--- src/rtl/spi_shadow_regbank.sv ---
// SPI-fed register bank: oversampled 3-wire SPI frames (address then data, MSB first)
// land in shadow registers and are committed to the active outputs on a frame strobe.
module spi_shadow_regbank #(
    parameter int NUM_REGS   = 8,
    parameter int REG_W      = 16,
    parameter int ADDR_W     = 4,
    parameter int DOUBLE_BUF = 1
) (
    input  logic                      i_clk,
    input  logic                      i_reset,
    input  logic                      i_csb,
    input  logic                      i_sclk,
    input  logic                      i_mosi,
    input  logic                      i_commit,
    input  logic                      i_err_clr,
    output logic [NUM_REGS*REG_W-1:0] o_regs,
    output logic                      o_pending,
    output logic                      o_busy,
    output logic                      o_err
);

    localparam int FRAME_W = ADDR_W + REG_W;
    localparam int CNT_W   = $clog2(FRAME_W + 1);
    localparam logic [ADDR_W:0] NUM_REGS_L = NUM_REGS[ADDR_W:0];

    localparam logic [2:0] ST_WAIT_IDLE = 3'd0;
    localparam logic [2:0] ST_IDLE      = 3'd1;
    localparam logic [2:0] ST_SHIFT     = 3'd2;
    localparam logic [2:0] ST_WRITE     = 3'd3;
    localparam logic [2:0] ST_DONE      = 3'd4;

    logic               csb_meta, csb_sync;
    logic               sclk_meta, sclk_sync, sclk_prev;
    logic               mosi_meta, mosi_sync;
    logic               sclk_rise;
    logic [2:0]         state;
    logic [CNT_W-1:0]   bit_cnt;
    logic [FRAME_W-1:0] shift_reg;
    logic [ADDR_W-1:0]  wr_addr;
    logic [REG_W-1:0]   wr_data;
    logic               addr_ok, do_write, bad_addr, short_frame;
    logic [REG_W-1:0]   shadow [NUM_REGS];
    logic [REG_W-1:0]   active [NUM_REGS];
    logic               pending;

    // NOTE: sequential state is assigned with <= so every flop samples pre-edge values.
    always_ff @(posedge i_clk) begin
        if (i_reset) begin
            csb_meta  <= 1'b0;
            csb_sync  <= 1'b0;
            sclk_meta <= 1'b0;
            sclk_sync <= 1'b0;
            sclk_prev <= 1'b0;
            mosi_meta <= 1'b0;
            mosi_sync <= 1'b0;
        end else begin
            csb_meta  <= i_csb;
            csb_sync  <= csb_meta;
            sclk_meta <= i_sclk;
            sclk_sync <= sclk_meta;
            sclk_prev <= sclk_sync;
            mosi_meta <= i_mosi;
            mosi_sync <= mosi_meta;
        end
    end

    assign sclk_rise   = sclk_sync & ~sclk_prev;
    assign wr_addr     = shift_reg[FRAME_W-1 -: ADDR_W];
    assign wr_data     = shift_reg[REG_W-1:0];
    assign addr_ok     = {1'b0, wr_addr} < NUM_REGS_L;
    assign do_write    = (state == ST_WRITE) && addr_ok;
    assign bad_addr    = (state == ST_WRITE) && !addr_ok;
    assign short_frame = (state == ST_SHIFT) && csb_sync;

    always_ff @(posedge i_clk) begin
        if (i_reset) begin
            state     <= ST_WAIT_IDLE;
            bit_cnt   <= '0;
            shift_reg <= '0;
        end else begin
            case (state)
                // A frame already underway at reset release is skipped until csb goes high.
                ST_WAIT_IDLE: if (csb_sync) state <= ST_IDLE;
                ST_IDLE: begin
                    if (!csb_sync) begin
                        state   <= ST_SHIFT;
                        bit_cnt <= '0;
                    end
                end
                ST_SHIFT: begin
                    if (csb_sync) begin
                        state <= ST_IDLE;
                    end else if (sclk_rise) begin
                        shift_reg <= {shift_reg[FRAME_W-2:0], mosi_sync};
                        bit_cnt   <= bit_cnt + 1'b1;
                        if (bit_cnt == CNT_W'(FRAME_W - 1)) state <= ST_WRITE;
                    end
                end
                ST_WRITE: state <= ST_DONE;
                ST_DONE:  if (csb_sync) state <= ST_IDLE;
                default:  state <= ST_WAIT_IDLE;
            endcase
        end
    end

    // NOTE: the register arrays are reset explicitly because o_regs must read 0 after reset.
    always_ff @(posedge i_clk) begin
        if (i_reset) begin
            for (int k = 0; k < NUM_REGS; k++) begin
                shadow[k] <= '0;
                active[k] <= '0;
            end
            pending <= 1'b0;
        end else if (DOUBLE_BUF != 0) begin
            // Commit copies pre-write shadow; a coinciding write stays pending.
            if (i_commit && pending) begin
                for (int k = 0; k < NUM_REGS; k++) active[k] <= shadow[k];
                pending <= 1'b0;
            end
            for (int k = 0; k < NUM_REGS; k++)
                if (do_write && wr_addr == ADDR_W'(k)) shadow[k] <= wr_data;
            if (do_write) pending <= 1'b1;
        end else begin
            for (int k = 0; k < NUM_REGS; k++)
                if (do_write && wr_addr == ADDR_W'(k)) active[k] <= wr_data;
        end
    end

    always_ff @(posedge i_clk) begin
        if (i_reset)                       o_err <= 1'b0;
        else if (short_frame || bad_addr)  o_err <= 1'b1;
        else if (i_err_clr)                o_err <= 1'b0;
    end

    // NOTE: default assignment first so the combinational block can never infer a latch.
    always_comb begin
        o_regs = '0;
        for (int k = 0; k < NUM_REGS; k++) o_regs[k*REG_W +: REG_W] = active[k];
    end

    assign o_pending = pending;
    assign o_busy    = (state == ST_SHIFT);

endmodule

--- config.mk ---
export PLATFORM = sky130hd
export DESIGN_NAME = spi_shadow_regbank
export DESIGN_NICKNAME = d
export VERILOG_FILES = /design/src/rtl/spi_shadow_regbank.sv
export SDC_FILE = /design/constraint.sdc
export NUM_CORES = 1
export LEC_CHECK = 0
export CAP_MARGIN = 20
export CORE_MARGIN = 1
export CORE_UTILIZATION = 45
export CTS_BUF_LIST = sky130_fd_sc_hd__clkbuf_4 sky130_fd_sc_hd__clkbuf_8 sky130_fd_sc_hd__clkbuf_16
export DETAILED_ROUTE_END_ITERATION = 10
export PLACE_DENSITY = 0.7
export SYNTH_ARGS = -nofsm -noshare
export SYNTH_HDL_FRONTEND = slang
export SYNTH_SLANG_ARGS = --single-unit
--- constraint.sdc ---
create_clock -name i_clk -period 6 [get_ports i_clk]
set_clock_uncertainty 0.2 [all_clocks]
set_input_delay 1.2 -clock i_clk [delete_from_list [all_inputs] [get_ports i_clk]]
set_output_delay 1.2 -clock i_clk [all_outputs]
set_load 0.01 [all_outputs]
==> metrics.txt <==
die area 24730 um2; hpwl dp 12820 um; busiest layer in global routing met2; Post-CTS Hold Fix Bufs 0; routing usage on met1 22.55%; vias in the first global route 5656; final setup fails 0; pin count of the biggest net entering global routing 97; run status finished clean; via count 5929; Yosys warnings 0; DR pass1 iterations 6; Yosys reg bits 293; Most used DFF post-synth edfxtp_1; via density per instance 4.945; Max-slew headroom 43.88%; die span in y 157.3 um; first-pass GRT wire length 31920 um; leakage 4.832 nW; top cell type by total area after synthesis edfxtp_1; GRT Total Usage 17.41%; DRC viols 0; Cell variety after synth 40; Post-CTS Setup Bufs 0; CTS Sinks 293; Worst Tran Pin Value 0.8369 ns; chip width 157.3 um; area growth from synthesis to layout 23.40%; ratio of cells with drive above 1 in the final layout 7.045%; Post-Synthesis Cells 727; RD Place Congestion 0.7143; ant diodes 0; io pins 138; CTS tree built; clock root buffer clkbuf_16; Netlist Area Pre-Place 10850 um2; fmax 268.3 MHz; Routed Antenna Nets 0; CTS buffer count 29; routed wire length 21330 um; Final Max Tran Viols 0; core area 23540 um2; post_cts resized 0; clock buffer depth 3; CP Capture Type output port; total congestion overflow 0; fin nets 867; Avg WL per Cell 17.79 um; share of the synthesized area in the top cell type 70.87%; worst-skew pair later-pin latency 0.54 ns; M2 GR Usage 30.28%; min-delay worst type flip-flop to flip-flop; initial antenna violation count 0; starting density of the core 46.07%; Worst Path Max Fanout 12; worst path arrival time 2.33 ns; initial drt markers 506; CTS H-Tree Depth 1; sequential element share of the synthesized area 77.70%; final period utilization 62.11%; M3 GR Usage 2.588%; Site Rows 56; PortBufs 137; Fill cells 1917; Worst-path clk slew 0.07 ns; Inst Count DP 1146; Non-Filler Instances 1199; async set-reset flop share out of synthesis 0%; worst path required time 4.60 ns; Max Cap Viol 0; Peak VDD IR 200.6 uV; final setup TNS 0 ns; RSZ-0062 raised after global routing false; Power Dens Cells 312.3 nW/um2; crit path kind flip-flop to output port; Mapped Nets 735; Post-synth EDFFs 256; syn avg cell area 14.92 um2; final hold viol count 0; Tmin final 3.727 ns; top area cells in the synthesized netlist edfxtp_1 (71%), dfxtp_1 (6.8%), and2_1 (5.5%), nor2_1 (3.5%), nor2b_1 (2.4%); Startpoint Class flip-flop
[cells in the final DEF (no fill, tap or decap), types with 2 or more instances in the layout]
cell and n:
a21oi_1 28, a41o_1 2, and2_1 96, buf_4 3
bufinv_16 2, clkbuf_16 29, clkbuf_4 6, clkdlybuf4s50_1 136
clkinv_1 8, clkinv_2 4, dfxtp_1 37, edfxtp_1 256
inv_1 18, inv_6 3, nand2_1 3, nand2b_1 26
nand3_1 24, nand3_4 2, nand3b_4 2, nand4b_1 3
nand4b_4 2, nor2_1 99, nor2b_1 41, nor3b_1 2
o21ai_0 22, o221ai_1 3, or3_1 2
[path summary, 6_finish.rpt]
check / depth (start not counted) / end / start / slack (ns)
max: 2 / o_busy / state[1]$_SDFFE_PP0P_ / 2.27
min: 1 / sclk_sync$_SDFF_PP0_ / sclk_meta$_SDFF_PP0_ / 0.24
max reg2reg: 3 / shadow[0][56]$_SDFFCE_PN0P_ / state[1]$_SDFFE_PP0P_ / 3.07
min reg2reg: 1 / sclk_sync$_SDFF_PP0_ / sclk_meta$_SDFF_PP0_ / 0.24
[power breakdown]
| group | total [W] | switching (W) | internal, W | leakage (nW) |
|---|---|---|---|---|
| clock | 0.00173 | 0.000729 | 0.000998 | 0.455 |
| sequential | 0.00230 | 0.0000214 | 0.00228 | 2.94 |
| combinational | 0.000154 | 0.0000824 | 0.0000717 | 1.44 |
| total | 0.00418 | 0.000833 | 0.00335 | 4.83 |
[stage by stage]
step,cell area (um2),hold WS (ns),utilization (%),total power [W],setup slack (ns)
after floorplan,10850,0.2138,-,0.002406,0.5028
after global placement,12470,0.2227,52.95,0.002495,2.296
after detailed placement,12470,0.2204,52.95,0.002498,2.263
after CTS,13370,0.2353,56.81,0.004216,2.276
after global routing,13390,0.2757,56.86,0.004303,2.190
final,13390,0.2378,56.86,0.004180,2.273
[worst max-delay path, stage by stage (launching register included)]
cell	delay, ns
dfxtp_1	0.53
nor3b_1	0.60
clkdlybuf4s50_1	0.66
[layer usage]
layer | wire length [um] | vias to the layer above
li1 | - | 2819
met1 | 8803 | 2896
met2 | 10900 | 182
met3 | 1139 | 32
met4 | 485 | 0
met5 | 0 | -
[cells by family after synthesis]
| kind of cell | after synthesis | synth area share, % |
|---|---|---|
| buffers and inverters | 59 | 2.492 |
| xor gates and xnor gates | 1 | 0.08076 |
| and+or+nand+nor | 317 | 16.81 |
| AOI/OAI and AO/OA | 56 | 2.803 |
| DFF | 293 | 77.70 |
| adders and majority gates | 1 | 0.1153 |
[cell type report]
| class | count | area (um2) | area share [%] |
|---|---|---|---|
| clock buffers | 35 | 770.7 | 5.758 |
| clock inverters | 17 | 136.4 | 1.019 |
| flip-flops and latches | 293 | 8428 | 62.97 |
| multi-input cells | 375 | 2163 | 16.16 |
| well taps | 319 | 399.1 | 2.982 |
| repair buffers | 142 | 1420 | 10.61 |
| inverters | 18 | 67.56 | 0.5048 |
[synth_stat cells (2+ instances only)]
cell / count
dfxtp_1: 37
nor3b_1: 2
nor2b_1: 41
nand2b_1: 27
a41o_1: 2
nand3_4: 2
a21oi_1: 28
buf_1: 2
buf_4: 2
nand4b_1: 3
nor2_1: 100
nand4b_4: 2
buf_2: 9
nand3_1: 24
and2_1: 96
nand2_1: 3
or3_1: 2
inv_1: 18
o21ai_0: 22
o221ai_1: 3
clkbuf_1: 24
nand3b_4: 2
edfxtp_1: 256
buf_6: 4
Power figures use the tool's default switching activity.
